### config.mk
export PLATFORM = sky130hd
export DESIGN_NAME = sys_array_result_streamer
export DESIGN_NICKNAME = d
export VERILOG_FILES = /design/src/rtl/sys_array_result_streamer.sv
export SDC_FILE = /design/constraint.sdc
export NUM_CORES = 1
export LEC_CHECK = 0
export CORE_AREA = 2 2 483 485
export CTS_CLUSTER_DIAMETER = 200
export DETAILED_ROUTE_END_ITERATION = 6
export DIE_AREA = 0 0 485 487
export PLACE_DENSITY = 0.46
export SLEW_MARGIN = 20
export SYNTH_ARGS = -nofsm -noshare
export SYNTH_HDL_FRONTEND = slang
export SYNTH_SLANG_ARGS = --single-unit
### constraint.sdc
create_clock -name clk -period 216.3 [get_ports clk]
set_clock_uncertainty 0.1 [all_clocks]
set_input_delay 43.26 -clock clk [delete_from_list [all_inputs] [get_ports clk]]
set_output_delay 43.26 -clock clk [all_outputs]
set_load 0.01 [all_outputs]
### src/rtl/sys_array_result_streamer.sv
// sys_array_result_streamer
// Captures a flat ROWS x COLS result matrix from the systolic array in one
// cycle, then streams it element by element in row-major order over a
// valid/ready interface. A one-cycle done pulse follows the final element.
// Optional feature macro: STREAMER_CHECKSUM_EN adds a running XOR checksum
// output over the elements transferred since the last capture.
module sys_array_result_streamer #(
  parameter int DATA_WIDTH = 8,
  parameter int ROWS       = 5,
  parameter int COLS       = 15
) (
  input  logic                                  clk,
  input  logic                                  reset,
  input  logic                                  load,
  input  logic [ROWS*COLS*2*DATA_WIDTH-1:0]     in_data,
  output logic                                  in_ready,
  output logic                                  out_valid,
  input  logic                                  out_ready,
  output logic [2*DATA_WIDTH-1:0]               out_data,
  output logic [((ROWS > 1) ? $clog2(ROWS) : 1)-1:0] out_row,
  output logic [((COLS > 1) ? $clog2(COLS) : 1)-1:0] out_col,
  output logic                                  out_last,
  output logic                                  done
`ifdef STREAMER_CHECKSUM_EN
  ,
  output logic [2*DATA_WIDTH-1:0]               checksum
`endif
);

  localparam int EW    = 2 * DATA_WIDTH;
  localparam int NELEM = ROWS * COLS;
  localparam int ROW_W = (ROWS > 1) ? $clog2(ROWS) : 1;
  localparam int COL_W = (COLS > 1) ? $clog2(COLS) : 1;
  localparam int IDX_W = (NELEM > 1) ? $clog2(NELEM) : 1;
  localparam logic [ROW_W-1:0] LAST_ROW = ROW_W'(ROWS - 1);
  localparam logic [COL_W-1:0] LAST_COL = COL_W'(COLS - 1);

  typedef enum logic [1:0] {
    ST_IDLE   = 2'd0,
    ST_STREAM = 2'd1,
    ST_DONE   = 2'd2
  } state_t;

  state_t               r_state;
  state_t               w_next_state;
  logic [NELEM*EW-1:0]  r_buf;
  logic [ROW_W-1:0]     r_row;
  logic [COL_W-1:0]     r_col;
  logic [IDX_W-1:0]     r_idx;
  logic [EW-1:0]        r_data;
  logic                 r_last;

  logic                 w_capture;
  logic                 w_xfer;
  logic [ROW_W-1:0]     w_nxt_row;
  logic [COL_W-1:0]     w_nxt_col;
  logic [IDX_W-1:0]     w_nxt_idx;
  logic [EW-1:0]        w_nxt_data;
  logic                 w_nxt_last;

  // State register; reset abandons any stream in flight without a done pulse.
  always_ff @(posedge clk) begin
    if (reset) begin
      r_state <= ST_IDLE;
    end else begin
      r_state <= w_next_state;
    end
  end

  // Next-state decode, capture/transfer strobes and state-decoded handshake outputs.
  always_comb begin
    w_next_state = r_state;
    w_capture    = 1'b0;
    w_xfer       = 1'b0;
    in_ready     = 1'b0;
    out_valid    = 1'b0;
    done         = 1'b0;
    case (r_state)
      ST_IDLE: begin
        in_ready = 1'b1;
        if (load) begin
          w_capture    = 1'b1;
          w_next_state = ST_STREAM;
        end else begin
          w_next_state = ST_IDLE;
        end
      end
      ST_STREAM: begin
        out_valid = 1'b1;
        if (out_ready) begin
          w_xfer = 1'b1;
          if (r_last) begin
            w_next_state = ST_DONE;
          end else begin
            w_next_state = ST_STREAM;
          end
        end else begin
          w_next_state = ST_STREAM;
        end
      end
      ST_DONE: begin
        done         = 1'b1;
        w_next_state = ST_IDLE;
      end
      default: begin
        w_next_state = ST_IDLE;
      end
    endcase
  end

  // Row-major successor of the current element, used to preload the output register.
  always_comb begin
    w_nxt_row  = r_row;
    w_nxt_col  = r_col + COL_W'(1);
    w_nxt_idx  = r_idx + IDX_W'(1);
    w_nxt_data = '0;
    if (r_col == LAST_COL) begin
      w_nxt_col = '0;
      w_nxt_row = r_row + ROW_W'(1);
    end else begin
      w_nxt_row = r_row;
    end
    w_nxt_last = (w_nxt_row == LAST_ROW) && (w_nxt_col == LAST_COL);
    // The successor index runs past the buffer only after the last element.
    if (r_last) begin
      w_nxt_data = '0;
    end else begin
      w_nxt_data = r_buf[int'(w_nxt_idx)*EW +: EW];
    end
  end

  // Matrix buffer: written only by an IDLE capture, never cleared.
  always_ff @(posedge clk) begin
    if (w_capture && !reset) begin
      r_buf <= in_data;
    end else begin
      r_buf <= r_buf;
    end
  end

  // Output element registers; they read as zero whenever nothing is presented.
  always_ff @(posedge clk) begin
    if (reset) begin
      r_row  <= '0;
      r_col  <= '0;
      r_idx  <= '0;
      r_data <= '0;
      r_last <= 1'b0;
    end else if (w_capture) begin
      r_row  <= '0;
      r_col  <= '0;
      r_idx  <= '0;
      r_data <= in_data[EW-1:0];
      r_last <= (NELEM == 1) ? 1'b1 : 1'b0;
    end else if (w_xfer) begin
      if (r_last) begin
        r_row  <= '0;
        r_col  <= '0;
        r_idx  <= '0;
        r_data <= '0;
        r_last <= 1'b0;
      end else begin
        r_row  <= w_nxt_row;
        r_col  <= w_nxt_col;
        r_idx  <= w_nxt_idx;
        r_data <= w_nxt_data;
        r_last <= w_nxt_last;
      end
    end else begin
      r_row  <= r_row;
      r_col  <= r_col;
      r_idx  <= r_idx;
      r_data <= r_data;
      r_last <= r_last;
    end
  end

  assign out_data = r_data;
  assign out_row  = r_row;
  assign out_col  = r_col;
  assign out_last = r_last;

`ifdef STREAMER_CHECKSUM_EN
  logic [EW-1:0] r_checksum;

  // Running XOR of accepted elements, restarted by every capture.
  always_ff @(posedge clk) begin
    if (reset) begin
      r_checksum <= '0;
    end else if (w_capture) begin
      r_checksum <= '0;
    end else if (w_xfer) begin
      r_checksum <= r_checksum ^ r_data;
    end else begin
      r_checksum <= r_checksum;
    end
  end

  assign checksum = r_checksum;
`endif

endmodule

## After elaboration in Yosys (flattened, before gate mapping)

Index checks and enable logic that the tools add are counted.

- Register bits after elaboration: 1233
- Bits in latches: 0
- Bits in writable memories: 0
- ROM bits: 0
- Output and inout bits: 27
- Memories: 0

- Add/sub/neg operators: 3
- Multipliers: 0
- Divide/modulo/power cells: 0
- Magnitude comparators: 0
- Equal/unequal tests: 5
- Shifts and indexed selects: 1
- Multiplexer cells: 20
- Bitwise operators: 0
- Reductions and logical operators: 6

Operator list:

| operator | count |
|---|---|
| variable part select 1200 x 12 -> 16 bit | 1 |
| 2-to-1 mux 16 bit | 3 |
| 2-to-1 mux 1 bit | 9 |
| equality test 4 bit (second input constant) | 2 |
| 2-to-1 mux 4 bit | 2 |
| adder 7 x 1 -> 7 bit (second input constant) | 1 |
| 2-to-1 mux 7 bit | 1 |
| 2-to-1 mux 3 bit | 2 |
| adder 4 x 1 -> 4 bit (second input constant) | 1 |
| 2-to-1 mux 2 bit | 2 |
| one-hot mux 2 bit (2 select lines) | 1 |
| adder 3 x 1 -> 3 bit (second input constant) | 1 |
| equality test 3 bit (second input constant) | 1 |
| equality test 2 x 1 -> 1 bit (second input constant) | 1 |
| equality test 2 bit (second input constant) | 1 |
| logical AND 1 bit | 2 |
| zero test 2 bit | 1 |
| nonzero test 2 bit | 1 |
| OR reduction 2 bit | 1 |
| zero test 1 bit | 1 |

## Longest topological paths before layout

- Depth in word-level cells: 5
- Gate-level depth with buffers: 11

## Worst setup path after synthesis

No wires, ideal clock.

- Path type: input to register
- From: input port load
- To: register r_buf[0], enable pin
- Library setup time: 2.932 ns
- Arrival time: 96.370 ns
- Data required time: 213.268 ns
- Setup slack: 116.898 ns
- Cell stages on the path: 4
- Buffers on the path: 2
- Cell sequence: and2_1 clkbuf_1 buf_1 nor2b_1

- Cells in the longest elaborated chain, start to end: 3

Ends and longest elaborated chain:

| what | RTL line | source |
|---|---|---|
| start, declared | 14 | `input logic load,` |
| 2-to-1 mux 1 bit | 81 | `if (load) begin` |
| 2-to-1 mux 1 bit | 78 | `case (r_state)` |
| logical AND 1 bit | 134 | `if (w_capture && !reset) begin` |
| end signal, assigned | 135 | `r_buf <= in_data;` |
| end signal, assigned | 137 | `r_buf <= r_buf;` |
| end, declared | 46 | `logic [NELEM*EW-1:0] r_buf;` |

Every way passes these cells.
A chain may end at the register's enable or synchronous reset.

## Worst setup path after layout

- From: input port load
- To: register r_buf[236], enable pin

Same word-level chain as after synthesis.

==> results.json <==
{
  "run_status": "completed",
  "timing.critical_path.slowest_cell_delay_ns": 0.88,
  "ys_warn_count": 0,
  "hpwl_um": 167000,
  "parity_gate_share_of_the_synthesized_area_counting_xor_and_xnor_cells_pct": 0.219,
  "asyncSetResetFlopFracSynth_pct": 0,
  "detail_route.wirelength_um": 215000,
  "drt_iter0_drc": 2076,
  "static_leakage_uw": 0.0217,
  "reg2reg_setup_slack_ns": 209.28,
  "numCtsBuffers": 148,
  "worst_setup_path_endpoint": "r_buf[236]",
  "die_area_mm2": 0.236,
  "place_congestion": 0.794,
  "r2r_worst_path_depth": 8,
  "hold_class": "reg2reg",
  "cts_tree": "done",
  "grt_setup_unrepaired": "no",
  "critical_path_arrival_ns": 49.24,
  "synth_top_family_by_area": "multiplexers",
  "wl_per_cell_um": 31.6,
  "most_common_flop_cell_mapped_by_yosys": "edfxtp_1",
  "synth_top_area_share_pct": 75.0,
  "synthDominantAreaCellType": "edfxtp_1",
  "synth-edff-count": 1200,
  "worst_setup_path_start_kind": "input port",
  "hold-path-cell-count": 2,
  "flops_latches_synth": 1233,
  "critical-path-top-cell-by-count": "buf_4",
  "worst_skew_pair.late_latency_ns": 0.80,
  "finalSetupTns_ns": 0,
  "cts.reportedPaths.clkPinSlew_ns": 0.06,
  "clock_tree.htree_level_count": 4,
  "synth_top_cells_by_area": "edfxtp_1 75%, mux4_2 13%, nand2_1 1.5%, dfxtp_1 1.4%, mux2_2 1.1%",
  "port_buffers": 1230,
  "netlist_area_mm2": 0.0481,
  "post_cts_resized": 0,
  "path_class": "in2reg",
  "cts_hold_buffers": 0,
  "worst_slew_pin_slew_ns": 1.16,
  "drv_cap": 0,
  "drc": 0,
  "num-fill-cells": 23000,
  "grt_pass1_wl_um": 277000,
  "grt_use_total_pct": 17.7,
  "layout-drive-gt1-share_pct": 17.4,
  "setup_viol_count_final": 0,
  "register_area_mm2": 0.0367,
  "maxClockFrequency_mhz": 20.4,
  "synthToLayoutAreaGrowth_pct": 43.7,
  "drt_pass1_iterations": 5,
  "synth_compound_area_share_pct": 4.03,
  "critPathMaxFanout": 74,
  "crit_path_cell_trace": "clkdlybuf4s50_1 > and2_1 > nor2b_4 > buf_4 > buf_4 > buf_4 > buf_4 > buf_4",
  "cp_data_required_time_ns": 216.60,
  "clock_path_buffers": 3,
  "grt_antenna_before_repair": 121,
  "design.final.nets": 4788,
  "footprint_of_the_multi_input_gates_mm2": 0.0108,
  "r2r-start": "r_state[0]",
  "fin_ws_ns": 167.37,
  "synth.lib_cells_used.distinct": 60,
  "i_o_pins": 1231,
  "vdd.ir_drop.worst_mv": 0.00615,
  "avgViaCountPerCell": 4.15,
  "num_vias": 28200,
  "placement_rows": 177,
  "power.density_mw_per_mm2": 8.38,
  "seq_area_frac_synth_pct": 76.3,
  "worst_case_setup_slack_after_placement_ns": 166.45,
  "finalCritPeriodShare_pct": 22.6,
  "yosys.area_share.simple_pct": 2.49,
  "number_of_cells_produced_by_synthesis": 2287,
  "die_height_um": 487,
  "clkSinkCount": 1233,
  "number_of_global_route_vias_before_repair": 30000,
  "ant_nets": 0,
  "grt_start_max_net_pins": 175,
  "finalHoldViolCount": 0,
  "syn-num-nets": 3493,
  "design.core.area_mm2": 0.231,
  "post_synth_fa_ha_maj_area_fraction_pct": 0.0521,
  "slew-limit-headroom_pct": 22.6,
  "die-width_um": 485,
  "ctsRootBufferMaster": "clkbuf_16",
  "crit_path_end_kind": "register",
  "startpoint": "load",
  "layout_min_cycle_time_ns": 48.94,
  "post_synth_mux_area_share_pct": 15.3,
  "slowest_stage": "buf_4",
  "initial_utilization_pct": 20.8,
  "avgSynthCellArea_um2": 21.0,
  "cts_setup_buffers": 0,
  "crit-reg2reg-capture": "r_buf[236]",
  "grt_overflow": 0,
  "final-max-slew-violation-count": 0
}
-- cells by family (layout without fill, tap and decap cells) --
kind of cell,Yosys count,count (layout)
flops,1233,1233
other cells,0,48
mux,369,369
simple gates,276,276
buf+inv,141,1551
xor+xnor,9,9
compound gates,257,257
fa+ha+maj,2,2
-- sequential cells by signal, summed over array words and instances, names as in the netlist --
name and count:
out_row 3, out_last 1, out_col 4, out_data 16
r_buf 1200, r_state 2, r_idx 7
-- synth_stat cells, drive strengths merged (4+ instances only) --
master / number
a221oi: 16
xor2: 5
o21a: 30
mux2i: 33
a22oi: 36
o21ai: 4
a32o: 16
nor3: 21
clkbuf: 61
a21oi: 92
nand3: 4
o32ai: 14
mux4: 288
nor2b: 4
edfxtp: 1200
a2111oi: 14
a211oi: 17
buf: 77
xnor2: 4
and2: 17
dfxtp: 33
nand2: 186
nor2: 25
mux2: 48
-- per-stage QoR --
| step | utilization, % | cell area (µm²) | hold WS [ns] | std cells | total power, µW |
|---|---|---|---|---|---|
| after floorplan | - | 48100 | 0.434 | 2287 | 320 |
| after global placement | 27.7 | 64100 | 0.459 | 6475 | 333 |
| after detailed placement | 27.7 | 64100 | 0.442 | 6475 | 334 |
| after CTS | 29.8 | 69000 | 0.453 | 6740 | 589 |
| after global routing | 29.8 | 69000 | 0.518 | 6761 | 599 |
| final | 29.9 | 69100 | 0.456 | 6788 | 579 |
-- placed cells by master, fill, tap and decap left out, types with 17 or more instances in the layout --
| cell | synthesis | final |
|---|---|---|
| o21a_1 | 30 | 30 |
| dfxtp_1 | 33 | 32 |
| edfxtp_1 | 1200 | 1200 |
| clkinv_2 | 0 | 19 |
| buf_4 | 27 | 47 |
| clkbuf_16 | 0 | 148 |
| a21oi_1 | 92 | 92 |
| nand2_1 | 186 | 186 |
| nor2_1 | 25 | 23 |
| diode_2 | 0 | 48 |
| clkdlybuf4s50_1 | 0 | 1230 |
| mux2_2 | 48 | 48 |
| a22oi_1 | 36 | 36 |
| clkinv_1 | 0 | 22 |
| mux4_2 | 288 | 288 |
| nor3_1 | 20 | 20 |
| and2_1 | 17 | 17 |
| a211oi_1 | 17 | 17 |
| mux2i_1 | 33 | 33 |
| clkbuf_1 | 61 | 39 |
-- layer usage --
| metal | vias up | share of wire [%] | track usage (%) |
|---|---|---|---|
| li1 | 12200 | - | - |
| met1 | 14300 | 37 | 19.9 |
| met2 | 1220 | 50 | 30.5 |
| met3 | 326 | 9.8 | 7.45 |
| met4 | 90 | 2.3 | 5.04 |
| met5 | - | 0.26 | 0 |
-- critical path, delay by kind of cell --
family / cells / cell delay [ns]
AND/OR/NAND/NOR: 2 / 1.21
buffers and inverters: 6 / 4.48
-- final cells by class --
type,count,share of cell area (%)
Clock inverter,77,1.41
Sequential cell,1233,53.1
Inverter,3,0.0163
Antenna cell,48,0.174
Clock buffer,188,5.59
Multi-Input combinational cell,913,15.7
Timing Repair Buffer,1283,18.5
Tap cell,3043,5.51
-- power by group --
group          leakage (µW)  switching [µW]  internal [µW]
Sequential           0.0114            3.48            274
Clock               0.00234             106            145
Combinational       0.00799            21.1           28.5
Total                0.0217             131            448
-- worst min path at each step --
stage	startpoint	to
2_1_floorplan	r_idx[6]	r_idx[6]
3_3_place_gp	out_col[0]	out_col[0]
3_5_place_dp	out_col[0]	out_col[0]
4_1_cts	out_col[0]	out_col[0]
5_1_grt	out_col[0]	out_col[0]
6_report	out_col[0]	out_col[0]
Note: power is estimated with default switching activity, not from simulation.
